`config.mk`:
```
export PLATFORM = sky130hd
export DESIGN_NAME = regfile_dump_reader
export DESIGN_NICKNAME = d
export VERILOG_FILES = /design/src/rtl/regfile_dump_reader.sv
export SDC_FILE = /design/constraint.sdc
export NUM_CORES = 1
export LEC_CHECK = 0
export CAP_MARGIN = 0
export CELL_PAD_IN_SITES_DETAIL_PLACEMENT = 1
export CELL_PAD_IN_SITES_GLOBAL_PLACEMENT = 2
export CORE_MARGIN = 5
export CORE_UTILIZATION = 31
export DETAILED_ROUTE_END_ITERATION = 8
export MAX_ROUTING_LAYER = met4
export PLACE_DENSITY = 0.79
export SLEW_MARGIN = 20
export SYNTH_ARGS = -nofsm -noshare
export SYNTH_HDL_FRONTEND = slang
export SYNTH_SLANG_ARGS = --single-unit
```
`constraint.sdc`:
```
create_clock -name clk -period 2.9 [get_ports clk]
set_input_delay 0.58 -clock clk [delete_from_list [all_inputs] [get_ports clk]]
set_output_delay 0.58 -clock clk [all_outputs]
set_load 0.05 [all_outputs]
```
`src/rtl/regfile_dump_reader.sv`:
```
// Debug reader that walks a register-file read port from FIRST_REG to LAST_REG and
// streams each word with its index over valid/ready, keeping a running checksum.
module regfile_dump_reader #(
  parameter int unsigned ADDR_W    = 5,
  parameter int unsigned DATA_W    = 32,
  parameter int unsigned FIRST_REG = 0,
  parameter int unsigned LAST_REG  = 31
) (
  input  logic              clk,
  input  logic              reset,
  input  logic              start,
  input  logic              abort,
  output logic [ADDR_W-1:0] rd_addr,
  input  logic [DATA_W-1:0] rd_data,
  output logic              out_valid,
  input  logic              out_ready,
  output logic [ADDR_W-1:0] out_index,
  output logic [DATA_W-1:0] out_data,
  output logic              out_last,
  output logic              busy,
  output logic              done,
  output logic [DATA_W-1:0] checksum
);

  localparam logic [ADDR_W-1:0] FIRST_IDX = ADDR_W'(FIRST_REG);
  localparam logic [ADDR_W-1:0] LAST_IDX  = ADDR_W'(LAST_REG);

  typedef enum logic [1:0] {
    IDLE = 2'd0,
    READ = 2'd1,
    SEND = 2'd2,
    DONE = 2'd3
  } state_t;

  state_t state;

  // Single sequential process: state and every output are registered together.
  always_ff @(posedge clk or posedge reset) begin
    if (reset) begin
      state     <= IDLE;
      rd_addr   <= '0;
      out_valid <= 1'b0;
      out_index <= '0;
      out_data  <= '0;
      out_last  <= 1'b0;
      busy      <= 1'b0;
      done      <= 1'b0;
      checksum  <= '0;
    end else begin
      done <= 1'b0;
      case (state)
        IDLE: begin
          if (start) begin
            rd_addr  <= FIRST_IDX;
            checksum <= '0;
            busy     <= 1'b1;
            state    <= READ;
          end
        end

        READ: begin
          if (abort) begin
            out_valid <= 1'b0;
            out_last  <= 1'b0;
            busy      <= 1'b0;
            state     <= IDLE;
          end else begin
            out_data  <= rd_data;
            out_index <= rd_addr;
            out_last  <= (rd_addr == LAST_IDX);
            out_valid <= 1'b1;
            state     <= SEND;
          end
        end

        SEND: begin
          // abort outranks a same-cycle handshake, so that beat is never summed
          if (abort) begin
            out_valid <= 1'b0;
            out_last  <= 1'b0;
            busy      <= 1'b0;
            state     <= IDLE;
          end else if (out_ready) begin
            checksum  <= checksum + out_data;
            out_valid <= 1'b0;
            if (out_last) begin
              busy  <= 1'b0;
              done  <= 1'b1;
              state <= DONE;
            end else begin
              rd_addr <= rd_addr + ADDR_W'(1);
              state   <= READ;
            end
          end
        end

        DONE: begin
          out_last <= 1'b0;
          state    <= IDLE;
        end

        default: begin
          state <= IDLE;
        end
      endcase
    end
  end

endmodule
```
# [After elaboration in Yosys (flattened, before gate mapping)]
# Index checks and enable logic that the tools add are counted.
[classes] add_sub_neg=2 n_eq_ne=12 n_mux=31 bitwise_logic=1 n_reduce_logical=12
[op_table] cell="32-bit two-way mux" n=3
[op_table] cell="32-bit case mux with 2 select lines" n=1
[op_table] cell="32-bit adder" n=1
[op_table] cell="5-bit two-way mux" n=4
[op_table] cell="1-bit two-way mux" n=13
[op_table] cell="2-bit inequality test, second input constant" n=6
[op_table] cell="2-bit two-way mux" n=5
[op_table] cell="5-bit case mux with 2 select lines" n=1
[op_table] cell="5-bit AND reduction" n=2
[op_table] cell="2-bit case mux with 4 select lines" n=1
[op_table] cell="2-bit AND reduction" n=4
[op_table] cell="3-bit inequality test, second input constant" n=2
[op_table] cell="1-bit case mux with 3 select lines" n=2
[op_table] cell="3-bit nonzero test" n=2
[op_table] cell="5-bit by 1-bit adder with 5-bit output, second input constant" n=1
[op_table] cell="5-bit equality test, second input constant" n=1
[op_table] cell="2-bit equality test, second input constant" n=2
[op_table] cell="4-bit AND reduction" n=1
[op_table] cell="2-bit nonzero test" n=2
[op_table] cell="2-bit by 1-bit equality test with 1-bit output, second input constant" n=1
[op_table] cell="2-bit zero test" n=1
[op_table] cell="1-bit case mux with 2 select lines" n=1
[op_table] cell="1-bit inverter" n=1
[word_totals] reg_bits=80 in_bits=37 wordCells=67

# [Longest topological paths before layout]
# Gate-level depths: netlist (run 1).
[logic_depth] ltp_word=5 mapped_depth=11 ltp_nobuf=11

# [Worst setup path after synthesis (run 1)]
# Ideal clock, no wire load.
[synth_path] path_kind="register to register" from="reg checksum[0]" to="reg checksum[28]" setup_ps=95 t_arrival_ps=2634 required_ps=2805 slack_ps=170 path_stages_with_launch=12 path_cell_list="dfrtp_1 > ha_1 > inv_1 > fa_1 > nor2b_1 > o31a_1 > nand4_1 > a31oi_4 > o211ai_1 > a31oi_1 > nor3_1 > o31ai_1"
[synth_via] elab_chain_len=4
[synth_lines] item="start: declaration" line="22" rtl="output logic [DATA_W-1:0] checksum"
[synth_lines] item="start signal: assignment" line="84" rtl="checksum <= checksum + out_data;"
[synth_lines] item="32-bit adder" line="84"
[synth_lines] item="32-bit two-way mux" line="83" rtl="end else if (out_ready) begin"
[synth_lines] item="32-bit two-way mux" line="78" rtl="if (abort) begin"
[synth_lines] item="32-bit case mux with 2 select lines" line="51" rtl="case (state)"
# No other way between the ends. The select of a mux whose other input is x is not followed.
# A chain may end at the register's enable or synchronous reset.

# [Worst setup path after layout (run 1)]
[layout_path] from="reg checksum[0]" to="reg checksum[18]"
# Same word-level chain as after synthesis.

==> qor.log, run 1 <==
[status] run status complete, no violations
[detailed_routing] average detailed-routed wire length per instance 17.98 um
[timing] worst clock skew 0.01249 ns
[floorplanning] count of pins on the block boundary 115
[synthesis] YS warnings 0
[timing] shortest period the worst path allows 2.650 ns
[detailed_routing] Via density 5.218
[hold_path] Hold Path Sink out_index[1]
[detailed_routing] vias post-DR 4,326
[timing] Worst Slack Setup Final 0.2498 ns
[power] Static Leak 2.794 nW
[clocking] CTS max path bufs 2
[hold_path] class of the worst hold path flop to flop
[timing] final worst path period share 91.39%
[worst_setup_path] type of the worst setup path flop to flop
[hold_path] start point of the worst hold path out_index[1]
[worst_setup_path] CP required 3.13 ns
[clocking] sink count of the clock tree 80
[timing] number of setup violations in the final report 0
[clocking] TritonCTS clock tree yes
[clocking] clock tree root buffer cell clkbuf_16
[synthesis] synthesized area divided by synthesized cell count 9.979 um2
[synthesis] Most used DFF post-synth dfrtp_1
[timing] Post-Route Setup TNS 0 ns
[synthesis] synthesized flop and latch total 80
[synthesis] Syn Nets 573
[detailed_routing] number of nets still failing antenna checks after routing 0
[clocking] Clock Pin Slew Worst Setup and Hold Paths 0.06 ns
[run] max-cap check violation count 0
[synthesis] netlist area before placement 4950 um2
[detailed_routing] count of TritonRoute iterations in the first routing pass 4
[synthesis] gate count after technology mapping 496
[detailed_routing] Detailed Route Iter0 Violations 129
[final_layout] final core utilization 42.35%
[final_layout] number of nets in the layout 685
[placement] Port Buffers 114
[worst_setup_path] data arrival time at the worst-slack endpoint 2.88 ns
[timing] Max Freq 0.3773 GHz
[worst_setup_path] Critical Path Source Type flop
[synthesis] portion of the post-synthesis area used by sequential elements 40.44%
[final_layout] P&R area growth vs syn 34.93%
[clocking] clock insertion delay at the later pin of the skew report 0.35 ns
[clocking] clock buffer count from CTS 9
[grt] GR Util All Layers 17.30%
[clocking] CTS H-tree depth 3
[clocking] # resized after CTS 0
[detailed_routing] drc violations 0
[placement] placed instance area 6396 um2
[clocking] buffer count from post-CTS setup fixing 0
[worst_setup_path] count of cells along the worst register-to-register path 11
[power] power density relative to cell area 1171 nW/um2
[final_layout] share of final-layout standard cells stronger than drive strength 1 13.38%
[hold_path] Hold Path Depth 1
[synthesis] number of flops mapped to enable cells by yosys 0
[timing] headroom to the max-slew limit 61.47%
[placement] post-detailed-placement half-perimeter wirelength 11,350 um
[grt] number of global-route vias before repair 4,700
[synthesis] share of async-settable or async-resettable flops after synthesis 100.0%
[synthesis] post-synth cell types 66
[power] maximum VDD drop 0.5012 mV
[worst_setup_path] worst reg2reg endpoint checksum[18]
[clocking] number of hold-repair buffers added at the cts stage 0
[final_layout] Antenna Diode Count 0
[timing] Max Slew Vio Count 0
[worst_setup_path] register-to-register path setup slack 0.25 ns
[final_layout] area of all placed cells without fillers 6679 um2
[timing] Worst Max-Slew Pin Slew 0.5633 ns
[worst_setup_path] r2r startpoint checksum[0]
[timing] final hold viol count 0
[floorplanning] standard-cell rows 46
[floorplanning] y dimension of the die 136.4 um
[floorplanning] overall die width 136.4 um
[grt] antenna violations before repair 0
[grt] first-pass GRT wire length 24,800 um
[placement] routability congestion estimate from global placement 0.8769
[timing] unrepaired setup endpoints after global routing false
[grt] grt ovf 0
[placement] post-place setup slack 0.2433 ns
[worst_setup_path] CP Max Fanout 3
[grt] maximum number of pins on one net before global-route repair 41
[floorplanning] Starting Density 31.39%
[detailed_routing] routed wire length 14,910 um
[floorplanning] Die Outline Area 18,590 um2
[worst_setup_path] crit path capture type flop
[floorplanning] area of the placeable core 15,770 um2
==> registers in the layout (all words and copies together), names as in the netlist <==
register   flops
done           1
out_data      32
out_index      5
busy           1
rd_addr        5
state          2
out_last       1
checksum      32
out_valid      1
==> area by class of cell <==
cell class,instances,area [um2]
fillers,1793,9091
multi-input cells,375,2805
flip-flops and latches,80,2002
repair buffers,123,1246
well taps,216,270.3
clock buffers,10,239.0
inverters,19,72.57
clock inverters,6,43.79
==> cells by family (layout without fill, tap and decap cells) <==
kind of cell / count (synthesis) / after routing / synth area share, %
muxes: 39 / 39 / 8.822
xor gates and xnor gates: 28 / 28 / 4.954
adders and majority gates: 40 / 40 / 10.26
DFF: 80 / 80 / 40.44
buffers and inverters: 41 / 158 / 3.134
AOI/OAI and AO/OA: 139 / 139 / 19.01
and+or+nand+nor: 129 / 129 / 13.37
==> where the power goes <==
part           internal [mW]  total [mW]  switching, mW  leakage, nW
Clock                  0.605        1.11          0.501        0.127
Combinational           1.79        4.87           3.07         1.63
Sequential              1.49        1.85          0.352         1.04
==> metal layers <==
metal | part of all wire, % | wire (um) | track usage, %
met5 | 0 | 0 | -
met4 | 2.9 | 425 | 7.783
met3 | 2.7 | 407 | 2.628
met2 | 49 | 7366 | 28.59
met1 | 45 | 6706 | 20.91
==> cells in the mapped netlist, drive strengths merged (2+ instances only) <==
cell | instances | area share [%]
o41ai | 2 | 0.73
xnor2 | 17 | 3.0
a22o | 2 | 0.35
dfrtp | 80 | 40
o31ai | 4 | 0.71
nor2 | 21 | 1.6
a21oi | 35 | 3.6
a211oi | 5 | 0.86
nand2b | 4 | 0.51
nand3b | 2 | 0.30
o21bai | 5 | 0.76
a21o | 6 | 0.94
a31o | 2 | 0.35
mux2 | 37 | 8.4
o21ai | 45 | 4.6
a221o | 2 | 0.40
o211ai | 8 | 1.3
nor2b | 5 | 0.63
a2111oi | 2 | 0.73
xor2 | 11 | 1.9
inv | 19 | 1.4
mux2i | 2 | 0.40
nand4 | 9 | 1.1
or2 | 2 | 0.25
and3 | 3 | 0.38
and4 | 2 | 0.40
nand2 | 24 | 1.9
nor3 | 7 | 0.71
clkbuf | 21 | 1.6
o22ai | 3 | 0.38
a31oi | 5 | 0.94
ha | 39 | 9.9
and2 | 2 | 0.25
nand3 | 40 | 4.0
or3 | 4 | 0.51
o21a | 3 | 0.45
==> worst max-delay path, cell delays in order, from the launching register on <==
cell      delay (ns)
dfrtp_1         0.37
ha_1            0.20
inv_1           0.06
fa_1            0.39
nor2b_1         0.17
o31a_1          0.18
o21ai_1         0.11
a21oi_1         0.23
a31oi_1         0.21
o21bai_1        0.32
o32a_1          0.20
o22ai_1         0.07
==> through the flow <==
stage	hold slack [ns]	power (mW)	instances
detailed placement	0.4968	6.761	813
CTS	0.5121	7.927	829
global route	0.5216	8.342	829
finish	0.5062	7.820	829
floorplan	0.5421	5.221	496
global placement	0.4869	6.653	813
==> placed cells by master, fill, tap and decap left out, drive strengths merged, types with 6 or more instances in the layout <==
master and instances:
a21o 6, nand3 40, ha 39, nand4 9
buf 9, clkbuf 10, o21ai 45, a21oi 35
nor2 21, o211ai 8, inv 19, clkdlybuf4s50 114
nand2 24, xnor2 17, xor2 11, nor3 7
dfrtp 80, mux2 37
==> how the worst max path moves through the flow <==
stage                  from            to  cells after the start
4_1_cts         checksum[0]  checksum[18]                     11
6_report        checksum[0]  checksum[18]                     11
3_5_place_dp   out_data[10]  checksum[30]                      9
2_1_floorplan   checksum[0]  checksum[28]                     11
5_1_grt         checksum[0]  checksum[18]                     11
3_3_place_gp    out_data[0]  checksum[18]                     11
Note: power is estimated with default switching activity, not from simulation.
==> inputs of run 2 (changes only) <==
Settings changed: SLEW_MARGIN 20 to 10.
==> results of run 2 <==
Final layout, timing and power as in run 1 (identical DEF).
==> inputs of run 3 (changes only) <==
Settings changed: CORE_UTILIZATION 31 to 32, CTS_BUF_LIST set to sky130_fd_sc_hd__clkbuf_4 sky130_fd_sc_hd__clkbuf_8, GPL_TIMING_DRIVEN set to 0, PLACE_DENSITY 0.79 to 0.81.
==> run 3 against run 2 <==
Effect of this change:
- fmax fell by 2.9%
- clock power fell by 23%
- critical path depth fell by 1
- combinational power barely moved
- critical endpoint is now checksum[24]
- largest cell class unchanged
==> qor.log, run 3 (same netlist as run 1, synthesis figures left out) <==
[clocking] Clock Pin Slew Worst Setup and Hold Paths 0.09 ns
[clocking] CTS H-tree depth 3
[final_layout] number of nets in the layout 703
[grt] busiest layer in global routing met2
[final_layout] share of final-layout standard cells stronger than drive strength 1 13.02%
[floorplanning] y dimension of the die 134.4 um
[final_layout] most frequent standard cell in the layout excluding fill and tap cells clkdlybuf4s50_1
[timing] shortest period the worst path allows 2.728 ns
[final_layout] area of all placed cells without fillers 6611 um2
[detailed_routing] Via density 5.279
[detailed_routing] vias post-DR 4,318
[timing] Worst Max-Slew Pin Slew 0.8258 ns
[grt] met3 demand-to-capacity share in global routing 2.438%
[detailed_routing] Detailed Route Iter0 Violations 169
[timing] final hold viol count 0
[placement] placed instance area 6346 um2
[worst_setup_path] crit path capture type flop
[clocking] CTS max path bufs 2
[final_layout] Antenna Diode Count 0
[detailed_routing] average detailed-routed wire length per instance 18.31 um
[power] Static Leak 2.772 nW
[placement] Port Buffers 113
[timing] number of setup violations in the final report 0
[hold_path] class of the worst hold path flop to flop
[timing] final worst path period share 94.07%
[clocking] number of hold-repair buffers added at the cts stage 0
[grt] number of global-route vias before repair 4,626
[grt] maximum number of pins on one net before global-route repair 43
[grt] GR Util met2 28.85%
[placement] post-place setup slack -0.1777 ns
[floorplanning] count of pins on the block boundary 115
[clocking] clock tree root buffer cell clkbuf_8
[timing] unrepaired setup endpoints after global routing true
[floorplanning] area of the placeable core 15,200 um2
[run] max-cap check violation count 0
[worst_setup_path] Critical Path Source Type flop
[grt] GR met1 Demand/Resource 21.46%
[worst_setup_path] CP Max Fanout 7
[final_layout] commonest cells after routing, fill and taps aside 113 x clkdlybuf4s50_1, 80 x dfrtp_1, 39 x nand3_1
[timing] Hold Slack 0.5095 ns
[floorplanning] Starting Density 32.56%
[timing] Max Slew Vio Count 0
[grt] GR Util All Layers 17.40%
[timing] headroom to the max-slew limit 44.94%
[final_layout] final core utilization 43.49%
[worst_setup_path] CP required 3.14 ns
[power] maximum VDD drop 0.5404 mV
[power] power density relative to cell area 1145 nW/um2
[floorplanning] overall die width 134.4 um
[worst_setup_path] data arrival time at the worst-slack endpoint 2.97 ns
[detailed_routing] routed wire length 14,980 um
[timing] Max Freq 0.3666 GHz
[final_layout] biggest registers after layout checksum x32, out_data x32
[timing] worst clock skew 0.01454 ns
[power] power consumption 7.568 mW
[detailed_routing] count of TritonRoute iterations in the first routing pass 4
[grt] antenna violations before repair 0
[placement] post-detailed-placement half-perimeter wirelength 11,610 um
[grt] grt ovf 0
[detailed_routing] drc violations 0
[floorplanning] Die Outline Area 18,060 um2
[floorplanning] standard-cell rows 45
[status] run status complete, no violations
[final_layout] P&R area growth vs syn 33.57%
[detailed_routing] number of nets still failing antenna checks after routing 0
[grt] first-pass GRT wire length 24,420 um
[worst_setup_path] type of the worst setup path flop to flop
[clocking] TritonCTS clock tree yes
[timing] Worst Slack Setup Final 0.1719 ns
[placement] routability congestion estimate from global placement 0.8753
[clocking] sink count of the clock tree 80
[clocking] clock insertion delay at the later pin of the skew report 0.38 ns
[clocking] clock buffer count from CTS 9
-- run 3: timing repair --
item                       in CTS  in global routing
setup endpoints to repair       0                 15
gates resized for setup         0                  8
setup buffers                   0                  5
-- run 3: worst paths after layout --
kind                         startpoint           end  slack (ns)  cells after the start
hold reg to reg            checksum[31]  checksum[31]        0.51                      1
hold / removal             checksum[31]  checksum[31]        0.51                      1
setup reg to reg           out_data[13]  checksum[24]        0.17                     10
min in group asynchronous         reset   checksum[3]        0.59                      2
max in group asynchronous         reset  checksum[19]        1.70                      3
setup / recovery           out_data[13]  checksum[24]        0.17                     10
-- run 3: power by group --
group          internal [mW]  switching, mW  total (mW)
combinational           1.78           3.09        4.86
clock                  0.417          0.439       0.856
sequential              1.49          0.358        1.85
total                   3.69           3.88        7.57
-- run 3: critical path: stages, from the launching register on --
cell      delay (ns)
dfrtp_1         0.40
ha_1            0.29
clkbuf_1        0.19
a21oi_1         0.23
o21ai_0         0.18
a221o_1         0.47
o41ai_4         0.30
buf_4           0.20
o31ai_4         0.08
xnor2_1         0.18
o21ai_1         0.08
-- run 3: final cells by class --
cell class	instances	area [um2]
inverter	19	73.82
sequential	80	2002
tap	188	235.2
multi-input combinational	375	2824
clock inverter	5	57.56
clock buffer	10	137.6
fill	1716	8591
timing repair buffer	119	1196
buffer	22	85.08
-- run 3: routing by layer --
layer  up-vias  wire length [um]  part of all wire (%)
met2        84              7452                    50
met3        18               457                   3.1
li1       2084                 -                     -
met5         -                 0                     0
met1      2132              6747                    45
met4         0               320                   2.1
-- run 3: stage by stage --
stage	instances	TNS (ns)
3_3_place_gp	797	-97.59
5_1_grt	818	-0.01147
2_1_floorplan	496	0
4_1_cts	813	0
3_5_place_dp	798	-1.574
6_report	818	0
